===== src/rtl/cdb_pkg.sv =====
// Shared constants for the Common Data Bus: sizes, requester indices and the
// reserved "no producer" label value.
package cdb_pkg;

    localparam int CDB_DW     = 32;
    localparam int CDB_LW     = 4;
    localparam int CDB_NREQ   = 4;

    localparam int REQ_ALU    = 0;
    localparam int REQ_MUL    = 1;
    localparam int REQ_DIV    = 2;
    localparam int REQ_MEM    = 3;

    localparam int LABEL_NONE = 0;

    function automatic bit is_pow2(input int n);
        return (n >= 2) && ((n & (n - 1)) == 0);
    endfunction

endpackage


===== src/rtl/cdb_rr_arbiter_if.sv =====
// Requester and broadcast signals of the CDB arbiter; master is the arbiter,
// slave is the environment (functional units and CDB consumers).
interface cdb_rr_arbiter_if #(
    parameter int NREQ = 4,
    parameter int DW   = 32,
    parameter int LW   = 4
);
    logic                       flush;
    logic [NREQ-1:0]            req;
    logic [NREQ*DW-1:0]         data_in;
    logic [NREQ*LW-1:0]         label_in;
    logic [NREQ-1:0]            ack;
    logic                       BCEN;
    logic [LW-1:0]              BClabel;
    logic [DW-1:0]              BCdata;
    logic                       bad_label;
    logic [$clog2(NREQ)-1:0]    ptr_out;

    modport master (
        input  flush, req, data_in, label_in,
        output ack, BCEN, BClabel, BCdata, bad_label, ptr_out
    );

    modport slave (
        output flush, req, data_in, label_in,
        input  ack, BCEN, BClabel, BCdata, bad_label, ptr_out
    );

endinterface


===== src/rtl/rr_pick.sv =====
// Rotate-priority encoder: first asserted request at or after ptr, wrapping.
// Purely combinational; NREQ must be a power of two so ptr+k wraps for free.
module rr_pick #(
    parameter int NREQ = 4,
    localparam int PW  = $clog2(NREQ)
) (
    input  logic [NREQ-1:0] req,
    input  logic [PW-1:0]   ptr,
    output logic [NREQ-1:0] grant,
    output logic [PW-1:0]   idx,
    output logic            valid
);

    logic [PW-1:0] cand;

    always_comb begin
        grant = '0;
        idx   = '0;
        valid = 1'b0;
        cand  = '0;
        for (int k = 0; k < NREQ; k++) begin
            cand = ptr + PW'(k);
            if (!valid && req[cand]) begin
                valid       = 1'b1;
                idx         = cand;
                grant[cand] = 1'b1;
            end
        end
    end

endmodule


===== src/rtl/cdb_rr_arbiter.sv =====
// Round-robin CDB arbiter: same-cycle one-hot ack, registered broadcast of the
// winner's label/data one cycle later, and a pulse when a label-0 result is consumed.
module cdb_rr_arbiter
    import cdb_pkg::*;
#(
    parameter int NREQ = CDB_NREQ,
    parameter int DW   = CDB_DW,
    parameter int LW   = CDB_LW
) (
    input logic              clk,
    input logic              RST,
    cdb_rr_arbiter_if.master bus
);

    localparam int PW = $clog2(NREQ);

    generate
        if (!is_pow2(NREQ)) begin : g_bad_nreq
            $error("cdb_rr_arbiter: NREQ must be a power of two >= 2");
        end
    endgenerate

    logic [NREQ-1:0] grant_p0;
    logic [PW-1:0]   idx_p0;
    logic            vld_p0;
    logic            take_p0;
    logic [LW-1:0]   label_p0;
    logic [DW-1:0]   data_p0;

    logic [PW-1:0]   ptr_p1;
    logic            bcen_p1;
    logic [LW-1:0]   bclabel_p1;
    logic [DW-1:0]   bcdata_p1;
    logic            bad_p1;

    rr_pick #(.NREQ(NREQ)) u_pick (
        .req   (bus.req),
        .ptr   (ptr_p1),
        .grant (grant_p0),
        .idx   (idx_p0),
        .valid (vld_p0)
    );

    // Stage 0: combinational pick and same-cycle acknowledge
    assign take_p0  = vld_p0 && !bus.flush && !RST;
    assign bus.ack  = take_p0 ? grant_p0 : '0;
    assign label_p0 = bus.label_in[idx_p0*LW +: LW];
    assign data_p0  = bus.data_in[idx_p0*DW +: DW];

    // Stage 1: broadcast register; a label-0 winner is consumed but not broadcast
    always_ff @(posedge clk or posedge RST) begin
        if (RST) begin
            ptr_p1     <= '0;
            bcen_p1    <= 1'b0;
            bclabel_p1 <= '0;
            bcdata_p1  <= '0;
            bad_p1     <= 1'b0;
        end else if (take_p0) begin
            ptr_p1 <= idx_p0 + PW'(1);
            if (label_p0 != LW'(LABEL_NONE)) begin
                bcen_p1    <= 1'b1;
                bclabel_p1 <= label_p0;
                bcdata_p1  <= data_p0;
                bad_p1     <= 1'b0;
            end else begin
                bcen_p1 <= 1'b0;
                bad_p1  <= 1'b1;
            end
        end else begin
            bcen_p1 <= 1'b0;
            bad_p1  <= 1'b0;
        end
    end

    assign bus.BCEN      = bcen_p1;
    assign bus.BClabel   = bclabel_p1;
    assign bus.BCdata    = bcdata_p1;
    assign bus.bad_label = bad_p1;
    assign bus.ptr_out   = ptr_p1;

endmodule


===== src/flat_wrapper.sv =====
// flat-port wrapper written by rule: the top's interface ports become plain ports
module cdb_rr_arbiter_flat import cdb_pkg::*;
#(
    parameter int NREQ = CDB_NREQ,
    parameter int DW   = CDB_DW,
    parameter int LW   = CDB_LW
)
  (clk, RST, bus_flush, bus_req, bus_data_in, bus_label_in, bus_ack, bus_BCEN, bus_BClabel, bus_BCdata, bus_bad_label, bus_ptr_out);
  cdb_rr_arbiter_if #(.NREQ(NREQ), .DW(DW), .LW(LW)) bus_i ();
  input logic clk;
  input logic RST;
  input wire logic [$bits(bus_i.flush)-1:0] bus_flush;
  input wire logic [$bits(bus_i.req)-1:0] bus_req;
  input wire logic [$bits(bus_i.data_in)-1:0] bus_data_in;
  input wire logic [$bits(bus_i.label_in)-1:0] bus_label_in;
  output wire logic [$bits(bus_i.ack)-1:0] bus_ack;
  output wire logic [$bits(bus_i.BCEN)-1:0] bus_BCEN;
  output wire logic [$bits(bus_i.BClabel)-1:0] bus_BClabel;
  output wire logic [$bits(bus_i.BCdata)-1:0] bus_BCdata;
  output wire logic [$bits(bus_i.bad_label)-1:0] bus_bad_label;
  output wire logic [$bits(bus_i.ptr_out)-1:0] bus_ptr_out;
  assign bus_i.flush = bus_flush;
  assign bus_i.req = bus_req;
  assign bus_i.data_in = bus_data_in;
  assign bus_i.label_in = bus_label_in;
  assign bus_ack = bus_i.ack;
  assign bus_BCEN = bus_i.BCEN;
  assign bus_BClabel = bus_i.BClabel;
  assign bus_BCdata = bus_i.BCdata;
  assign bus_bad_label = bus_i.bad_label;
  assign bus_ptr_out = bus_i.ptr_out;
  cdb_rr_arbiter #(.NREQ(NREQ), .DW(DW), .LW(LW)) u_core (.clk(clk), .RST(RST), .bus(bus_i));
endmodule

===== config.mk =====
export PLATFORM = sky130hd
export DESIGN_NAME = cdb_rr_arbiter_flat
export DESIGN_NICKNAME = d
export VERILOG_FILES = /design/src/rtl/cdb_pkg.sv /design/src/rtl/cdb_rr_arbiter_if.sv /design/src/rtl/rr_pick.sv /design/src/rtl/cdb_rr_arbiter.sv /design/src/flat_wrapper.sv
export SDC_FILE = /design/constraint.sdc
export NUM_CORES = 1
export LEC_CHECK = 0
export ABC_AREA = 1
export CORE_MARGIN = 3
export CORE_UTILIZATION = 39
export DETAILED_ROUTE_END_ITERATION = 12
export GPL_ROUTABILITY_DRIVEN = 0
export GPL_TIMING_DRIVEN = 0
export PLACE_DENSITY = 0.9
export SLEW_MARGIN = 5
export SYNTH_ARGS = -nofsm -noshare
export SYNTH_HDL_FRONTEND = slang
export SYNTH_SLANG_ARGS = --single-unit

===== constraint.sdc =====
create_clock -name clk -period 3.33 [get_ports clk]
set_input_delay 0.4995 -clock clk [delete_from_list [all_inputs] [get_ports clk]]
set_output_delay 0.4995 -clock clk [all_outputs]
set_load 0.02 [all_outputs]

==> flow_summary_export.csv, run 1 <==
group,metric,value,unit
clocking,cts_tree,"yes",
critical_path,critPathRequiredTime,2.83,ns
route,drt-wirelength-per-cell,15.6,um
clocking,clock_sinks,40,
placement,hpwl,10500,um
critical_path,arrival,2.69,ns
sta,report.final.slew_viol_count,0,
placement,dpl.cell_count,853,
synth,synth-simple-area-share,0.312,
synth,syn-instance-count,554,
synth,synth_nets,713,
route,drc,0,
route,vias,4495,
sta,worst_slew_pin_slew,0.547,ns
die,die_area,0.0100,sq mm
cells_and_area,mostFrequentLayoutCell,"clkdlybuf4s50_1",
grt,grt_pass1_wl,20900,um
clocking,cts_buffers,5,
cells_and_area,nFillCells,706,
sta,holdWs,0.479,ns
sta,hold_viol,0,
synth,netlist_top_cells_area,"dfrtp_1 (29%), nand2_1 (12%), inv_1 (11%)",
synth,synthMuxAreaShare,0,
min_path,min_path_type,"register to register",
placement,port_buffers,194,
route,drtPass1Iterations,6,
cells_and_area,layout_common_cells,"clkdlybuf4s50_1 (190), nand2_1 (113), inv_1 (96), o21ai_0 (66), a21oi_1 (65)",
cells_and_area,diodes,0,
pwr,cellPowerDensity,1180,mW/mm^2
sta,max_freq,0.314,GHz
cells_and_area,final_cells,863,
sta,finalClockSkew,0.00428,ns
die,ios,195,
synth,yosysTopAreaCell,"dfrtp_1",
grt,overflow,0,
pwr,total_power,6.71,mW
sta,slew-limit-headroom,0.635,
synth,avgSynthCellArea,6.25,sq um
cells_and_area,fin_nets,916,
sta,rsz0062_at_grt,"false",
synth,synth_top_area_share,0.289,
synth,ys_seq_elements,40,
clocking,clk_pin_slew,0.08,ns
pwr,ir_worst_vdd,0.700,mV
cells_and_area,synthToLayoutAreaGrowth,65.0,%
critical_path,critPathMaxFanout,10,
die,start_util,0.411,
clocking,cts_max_path_buffers,2,
synth,synth-seq-area-share,0.289,
synth,synth-adder-area-share,0.0289,
sta,setup_viol,0,
synth,syn_area,0.00346,sq mm
die,die-width,100,um
grt,grt_pass1_vias,4388,
synth,ys_warn_count,0,
clocking,cts-root-buf,"clkbuf_8",
sta,fin_crit_sh,0.958,
cells_and_area,drive_above_1_share,0.0805,
die,coreArea,0.00842,sq mm
pwr,power_leakage,2.87,nW
critical_path,path_class,"register to primary output",
grt,antenna_found_initial,0,
critical_path,worstSetupEndpointType,"primary output",
critical_path,worstSetupStartpointType,"register",
job,drv_cap,0,
route,vias_per_cell,5.21,
run_status,outcome,"finished clean",
synth,synth_compound_area_frac,0.210,
synth,synth_top_family_by_area,"simple AND/OR/NAND/NOR gates",
die,rows,33,
grt,grt_max_degree,42,
clocking,cts_hold_buf,0,
grt,grtUsageTotal,0.257,
route,antenna_left,0,
synth,ys_types,32,
synth,synth_xor_area_frac,0.00253,
die,fp.dieH,100,um
clocking,cts_max_level,2,
route,drt_wl_total,13500,um
clocking,clk_latency,0.29,ns
route,drtIter0Drc,225,
sta,layout_min_cycle_time,3.19,ns
power by group:
part	leakage [nW]	switching, mW	internal [mW]
logic	2.31	3.44	1.95
clock network	0.0645	0.178	0.265
registers	0.495	0.141	0.732
total	2.87	3.76	2.95
final cells by class:
class | count | area [sq um] | share of cell area
Sequential cell | 40 | 1000 | 0.176
Multi-Input combinational cell | 382 | 1940 | 0.339
Clock inverter | 1 | 30.0 | 0.00526
Buffer | 31 | 170 | 0.0298
Inverter | 101 | 389 | 0.0681
Tap cell | 105 | 131 | 0.0230
Clock buffer | 7 | 96.3 | 0.0169
Timing Repair Buffer | 196 | 1960 | 0.342
sequential cells by signal, summed over array words and instances, names as in the netlist:
signal	cells
u_core.bus.ptr_out	2
u_core.bus.BCdata	32
u_core.bus.BClabel	4
u_core.bus.bad_label	1
u_core.bus.BCEN	1
per-stage QoR:
stage | util | cell area (sq um) | TNS (ns) | setup slack (ns)
2_1_floorplan | - | 3460 | 0 | 0.274
3_5_place_dp | 0.657 | 5540 | -2.18 | -0.672
3_3_place_gp | 0.657 | 5540 | -12.85 | -1.24
4_1_cts | 0.677 | 5700 | 0 | 0.0445
6_report | 0.678 | 5710 | 0 | 0.141
5_1_grt | 0.678 | 5710 | 0 | 0.0244
critical path, stage by stage (launching register included):
cell and delay, ns:
dfrtp_2 0.39, inv_2 0.08, ha_2 0.41, inv_1 0.10
nand2_1 0.08, nand2_2 0.09, nor2_8 0.16, nand3_4 0.16
nand3_4 0.14, clkinv_4 0.11, clkbuf_4 0.21, nand2_1 0.10
inv_1 0.04, dlygate4sd2_1 0.31
repair_timing:
action	CTS	global route
setup buffers	2	0
pin swaps	0	0
gates resized for setup	15	2
setup endpoints to repair	13	4
synth_stat cells:
library cell,n
xnor2_1,1
buf_2,13
nand3_4,1
nand4_1,8
nor2_1,36
o21ai_1,1
nand2_2,10
dfrtp_1,40
a21oi_1,65
nor2_4,2
nand3_2,3
o21ai_2,1
o221ai_1,1
nand2_1,113
a31oi_1,2
buf_6,4
buf_4,1
nor2_2,2
ha_1,8
nand2_4,1
clkinv_1,1
inv_1,98
a31o_2,1
nand3b_1,1
nand3_1,53
a22oi_1,3
o22ai_1,1
o21ai_0,66
nand2_8,1
clkbuf_1,13
inv_2,2
nor2_8,1
final timing paths:
path                                            start                    end  slack (ns)  cells after the start
min in group asynchronous                         RST  u_core.bus.BCdata[28]        0.59                      2
worst max-delay path            u_core.bus.ptr_out[1]             bus_ack[2]        0.14                     13
max in group asynchronous                         RST  u_core.bus.ptr_out[1]        2.32                      2
worst min-delay path            u_core.bus.BCdata[21]  u_core.bus.BCdata[21]        0.48                      2
worst max register to register  u_core.bus.ptr_out[1]   u_core.bus.BCdata[3]        0.38                     16
worst min register to register  u_core.bus.BCdata[21]  u_core.bus.BCdata[21]        0.48                      2
kinds of logic after synthesis:
kind of cell	Yosys count
and+or+nand+nor	232
AOI/OAI and AO/OA	141
DFF	40
adders and majority gates	8
buffers and inverters	132
xor gates and xnor gates	1
layer usage:
| layer | GRT usage | vias up | routed length (um) |
|---|---|---|---|
| met5 | 0 | - | 0 |
| met3 | 0.0473 | 27 | 1060 |
| li1 | - | 2177 | - |
| met2 | 0.473 | 225 | 6950 |
| met4 | 0.0674 | 0 | 272 |
| met1 | 0.304 | 2066 | 5170 |
(Power assumes the default switching activity.)
==> run 2: changes to the inputs <==
CORE_UTILIZATION = 42   (was 39)
PLACE_DENSITY = 0.95   (was 0.9)
SLEW_MARGIN = 20   (was 5)
clock period = 4.1 ns   (was 3.33 ns; I/O delays follow)
==> flow_summary_export.csv, run 2 (same netlist as run 1, synthesis figures left out) <==
group,metric,value,unit
die,fp.dieH,96.8,um
grt,antenna_found_initial,0,
clocking,cts_hold_buf,0,
cells_and_area,mostFrequentLayoutCell,"clkdlybuf4s50_1",
route,vias_per_cell,5.35,
clocking,cts_tree,"yes",
pwr,power_leakage,2.85,nW
sta,worst_slew_pin_slew,0.531,ns
critical_path,reg2reg_slack,0.89,ns
placement,port_buffers,194,
die,start_util,0.441,
critical_path,critPathRequiredTime,3.48,ns
die,coreArea,0.00785,sq mm
critical_path,worstSetupStartpointType,"register",
clocking,clock_sinks,40,
die,ios,195,
route,drtPass1Iterations,5,
route,drtIter0Drc,364,
route,antenna_left,0,
grt,overflow,0,
cells_and_area,drive_above_1_share,0.0840,
clocking,cts_max_level,2,
die,die_area,0.00937,sq mm
critical_path,worstSetupEndpointType,"primary output",
critical_path,r2r_start,"u_core.bus.ptr_out[1]",
clocking,clk_pin_slew,0.09,ns
route,drt_wl_total,14100,um
clocking,cts-root-buf,"clkbuf_8",
sta,finalClockSkew,0.00718,ns
grt,grt_pass1_vias,4669,
critical_path,arrival,3.29,ns
grt,grt_max_degree,25,
sta,max_freq,0.256,GHz
sta,rsz0062_at_grt,"false",
cells_and_area,largest_register_ffs,32,
sta,setup_slack,0.191,ns
pwr,total_power,5.51,mW
sta,slew-limit-headroom,0.646,
clocking,clk_latency,0.30,ns
cells_and_area,layout_common_cells,"clkdlybuf4s50_1 (194), nand2_1 (113), inv_1 (97), o21ai_0 (66), a21oi_1 (65)",
critical_path,critPathMaxFanout,10,
critical_path,path_class,"register to primary output",
cells_and_area,fin_nets,920,
min_path,min_path_type,"register to register",
min_path,worstHoldStart,"u_core.bus.BClabel[0]",
die,rows,32,
pwr,ir_worst_vdd,0.504,mV
route,drc,0,
clocking,cts_max_path_buffers,2,
job,drv_cap,0,
sta,report.final.slew_viol_count,0,
route,drt-wirelength-per-cell,16.3,um
sta,setup_viol,0,
sta,fin_crit_sh,0.953,
sta,hold_viol,0,
cells_and_area,synthToLayoutAreaGrowth,65.2,%
placement,post-place-ws,-0.0315,ns
critical_path,cp-startpoint,"u_core.bus.ptr_out[1]",
sta,layout_min_cycle_time,3.91,ns
clocking,cts_buffers,5,
grt,grt_pass1_wl,22400,um
cells_and_area,diodes,0,
placement,hpwl,11100,um
route,vias,4623,
grt,grtUsageTotal,0.290,
run_status,outcome,"finished clean",
die,die-width,96.8,um
pwr,cellPowerDensity,964,mW/mm^2
==> run 2: power breakdown <==
| group | switching [mW] | internal (mW) | total [mW] |
|---|---|---|---|
| logic | 2.86 | 1.60 | 4.46 |
| registers | 0.124 | 0.594 | 0.718 |
| clock network | 0.151 | 0.180 | 0.331 |
| total | 3.13 | 2.38 | 5.51 |
==> run 2: worst paths after layout <==
check | to | depth (start not counted)
worst max-delay path | bus_ack[2] | 13
worst min-delay path | u_core.bus.BClabel[0] | 2
worst max register to register | u_core.bus.BCdata[13] | 16
worst min register to register | u_core.bus.BClabel[0] | 2
max in group asynchronous | u_core.bus.ptr_out[1] | 3
min in group asynchronous | u_core.bus.BCdata[25] | 2
==> run 2: cell type report <==
class,count,area (sq um)
Buffer,31,168
Clock buffer,5,68.8
Clock inverter,3,42.5
Fill cell,626,2130
Inverter,101,380
Multi-Input combinational cell,382,1920
Sequential cell,40,1000
Tap cell,102,128
Timing Repair Buffer,200,2010
==> run 2: stage by stage <==
step	hold WS, ns	area [sq um]	TNS [ns]	cells	utilization
6_report	0.477	5720	0	864	0.729
5_1_grt	0.505	5720	0	864	0.729
4_1_cts	0.478	5680	0	859	0.723
3_5_place_dp	0.458	5560	-0.0778	851	0.708
3_3_place_gp	0.453	5530	-2.17	850	0.705
2_1_floorplan	0.577	3460	0	554	-
==> run 2: what timing repair did <==
item	4_1_cts	5_1_grt
gates resized for setup	4	2
pin swaps	0	0
setup endpoints to repair	3	3
setup buffers	0	5
==> run 2: worst max-delay path: stages (launching register included) <==
cell and delay [ns]:
dfrtp_2 0.47, inv_1 0.23, ha_2 0.38, inv_1 0.12
nand2_1 0.08, nand2_2 0.12, nor2_8 0.07, nand3_4 0.12
nand3_2 0.17, clkinv_2 0.17, clkbuf_2 0.28, nand2_1 0.12
inv_1 0.06, clkdlybuf4s50_1 0.59
==> run 2: layer usage <==
metal	track usage	vias to the layer above	part of all wire
li1	-	2180	-
met1	0.321	2126	0.37
met2	0.512	253	0.50
met3	0.0649	64	0.077
met4	0.159	0	0.053
met5	0	-	0
==> run 3: changes to the inputs <==
--- a/config.mk
+++ b/config.mk
@@ -13,6 +13,7 @@
 export GPL_TIMING_DRIVEN = 0
 export PLACE_DENSITY = 0.95
-export SLEW_MARGIN = 20
+export SLEW_MARGIN = 10
 export SYNTH_ARGS = -nofsm -noshare
 export SYNTH_HDL_FRONTEND = slang
 export SYNTH_SLANG_ARGS = --single-unit
+export TNS_END_PERCENT = 30
==> constraint.sdc (replaced) <==
create_clock -name clk -period 4.1 [get_ports clk]
set_input_delay 0.82 -clock clk [delete_from_list [all_inputs] [get_ports clk]]
set_output_delay 0.82 -clock clk [all_outputs]
set_load 0.02 [all_outputs]
==> flow_summary_export.csv, run 3 (same netlist as run 1, synthesis figures left out) <==
group,metric,value,unit
clocking,cts_hold_buf,0,
critical_path,worstSetupEndpointType,"primary output",
route,antenna_left,0,
grt,grt_pass1_vias,4656,
cells_and_area,diodes,0,
sta,setup_slack,0.189,ns
grt,antenna_found_initial,0,
cells_and_area,drive_above_1_share,0.0766,
grt,overflow,0,
cells_and_area,final_cells,859,
grt,grtUsageTotal,0.288,
pwr,seq_power_share,0.131,
critical_path,cpPeakStageDelay,0.59,ns
sta,worst_slew_pin_slew,0.517,ns
pwr,total_power,5.51,mW
sta,setup_viol,0,
die,fp.dieH,96.8,um
critical_path,worst-path-buf-inv,5,
critical_path,path_cells,"clkdlybuf4s50_1, inv_1, nand2_1, nand3_2, nand2_4, nor2_8, nand3_4, nand3_2, clkinv_4, nand2_1, inv_1, clkdlybuf4s50_1",
route,vias,4624,
clocking,clk_latency,0.30,ns
die,die-width,96.8,um
route,drtIter0Drc,345,
route,vias_per_cell,5.38,
die,coreArea,0.00785,sq mm
critical_path,timing.rr.end,"u_core.bus.BCdata[29]",
sta,slew-limit-headroom,0.655,
critical_path,worstSetupStartpointType,"input pin",
pwr,p_sw,3.15,mW
critical_path,r2r_start,"u_core.bus.ptr_out[1]",
cells_and_area,largest_register_ffs,32,
placement,dpl.cell_count,851,
clocking,cts_buffers,5,
pwr,power_leakage,2.83,nW
grt,grt_pass1_wl,22300,um
route,drt-wirelength-per-cell,16.3,um
sta,fin_crit_sh,0.954,
cells_and_area,fin_nets,915,
die,die_area,0.00937,sq mm
sta,rsz0062_at_grt,"false",
critical_path,arrival,3.09,ns
placement,post-place-ws,-0.449,ns
pwr,ir_worst_vdd,0.457,mV
critical_path,crit_slowest_cell,"clkdlybuf4s50_1",
critical_path,cp-startpoint,"bus_req[3]",
cells_and_area,layout_common_cells,"clkdlybuf4s50_1 (194), nand2_1 (113), inv_1 (97), o21ai_0 (66), a21oi_1 (65)",
cells_and_area,mostFrequentLayoutCell,"clkdlybuf4s50_1",
critical_path,reg2reg_slack,0.78,ns
clocking,clock_sinks,40,
critical_path,cpLargestDelayFamily,"buffers and inverters",
placement,port_buffers,194,
sta,layout_min_cycle_time,3.91,ns
cells_and_area,synthToLayoutAreaGrowth,64.2,%
pwr,internal_power,2.36,mW
clocking,cts_max_level,2,
critical_path,critPathRequiredTime,3.28,ns
sta,max_freq,0.256,GHz
critical_path,rr_worst_depth,16,
clocking,cts_max_path_buffers,2,
grt,grt_max_degree,41,
run_status,outcome,"finished clean",
die,start_util,0.441,
cells_and_area,nFillCells,615,
critical_path,path_class,"input pin to primary output",
pwr,power_frac_comb,0.810,
route,drc,0,
pwr,p_clk_frac,0.060,
route,drt_wl_total,14000,um
pwr,cellPowerDensity,970,mW/mm^2
critical_path,critPathMaxFanout,15,
min_path,min_path_type,"register to register",
die,ios,195,
critical_path,crit_end,"bus_ack[0]",
sta,hold_viol,0,
clocking,cts-root-buf,"clkbuf_8",
pwr,switching_share,0.572,
clocking,cts_tree,"yes",
die,rows,32,
sta,report.final.slew_viol_count,0,
critical_path,cp_num_cells,12,
route,drtPass1Iterations,5,
clocking,clk_pin_slew,0.08,ns
placement,hpwl,11000,um
job,drv_cap,0,
sta,finalClockSkew,0.00644,ns
sta,finalSetupTns,0,ns
-- run 3: worst min-delay path by stage --
| stage | start | end | slack [ns] | cells after the start |
|---|---|---|---|---|
| after floorplan | u_core.bus.BCdata[0] | u_core.bus.BCdata[0] | 0.58 | 2 |
| after global placement | u_core.bus.BCdata[7] | u_core.bus.BCdata[7] | 0.45 | 2 |
| after detailed placement | u_core.bus.BClabel[2] | u_core.bus.BClabel[2] | 0.46 | 2 |
| after CTS | u_core.bus.BCdata[26] | u_core.bus.BCdata[26] | 0.48 | 2 |
| after global routing | u_core.bus.BCdata[3] | u_core.bus.BCdata[3] | 0.51 | 2 |
| final | u_core.bus.BCdata[26] | u_core.bus.BCdata[26] | 0.48 | 2 |
-- run 3: power groups by stage --
stage | combinational, mW | sequential, mW | clock [mW]
2_1_floorplan | 2.66 | 0.938 | 0
3_3_place_gp | 4.15 | 0.722 | 0
3_5_place_dp | 4.36 | 0.731 | 0
4_1_cts | 4.38 | 0.731 | 0.333
5_1_grt | 4.88 | 0.738 | 0.355
6_report | 4.46 | 0.720 | 0.328
-- run 3: timing repair --
item / 4_1_cts / 5_1_grt
endpoints found under the setup margin: 3 / 3
setup buffers: 0 / 1
gates resized for setup: 5 / 1
-- run 3: final cells by class --
| type | count | area, sq um | share of cell area |
|---|---|---|---|
| timing repair buffer | 196 | 1970 | 0.346 |
| tap | 102 | 128 | 0.0225 |
| inverter | 101 | 384 | 0.0676 |
| clock inverter | 3 | 42.5 | 0.00748 |
| buffer | 30 | 163 | 0.0286 |
| multi-input combinational | 382 | 1930 | 0.339 |
| sequential | 40 | 1000 | 0.177 |
| clock buffer | 5 | 68.8 | 0.0121 |
-- run 3: stage by stage --
stage	instance area, sq um	hold WS, ns	util
3_5_place_dp	5550	0.457	0.707
6_report	5680	0.479	0.724
4_1_cts	5670	0.477	0.723
2_1_floorplan	3460	0.577	-
3_3_place_gp	5530	0.453	0.705
5_1_grt	5680	0.511	0.724
-- run 3: worst min-delay path, cell delays in order (launching register included) --
cell and delay, ns:
dfrtp_1 0.35, nand2_1 0.05, nand2_1 0.05
-- run 3: layer usage --
metal,wire length [um],track usage
met5,0,0
met3,1000,0.0634
met1,5170,0.309
met4,627,0.156
met2,7240,0.521
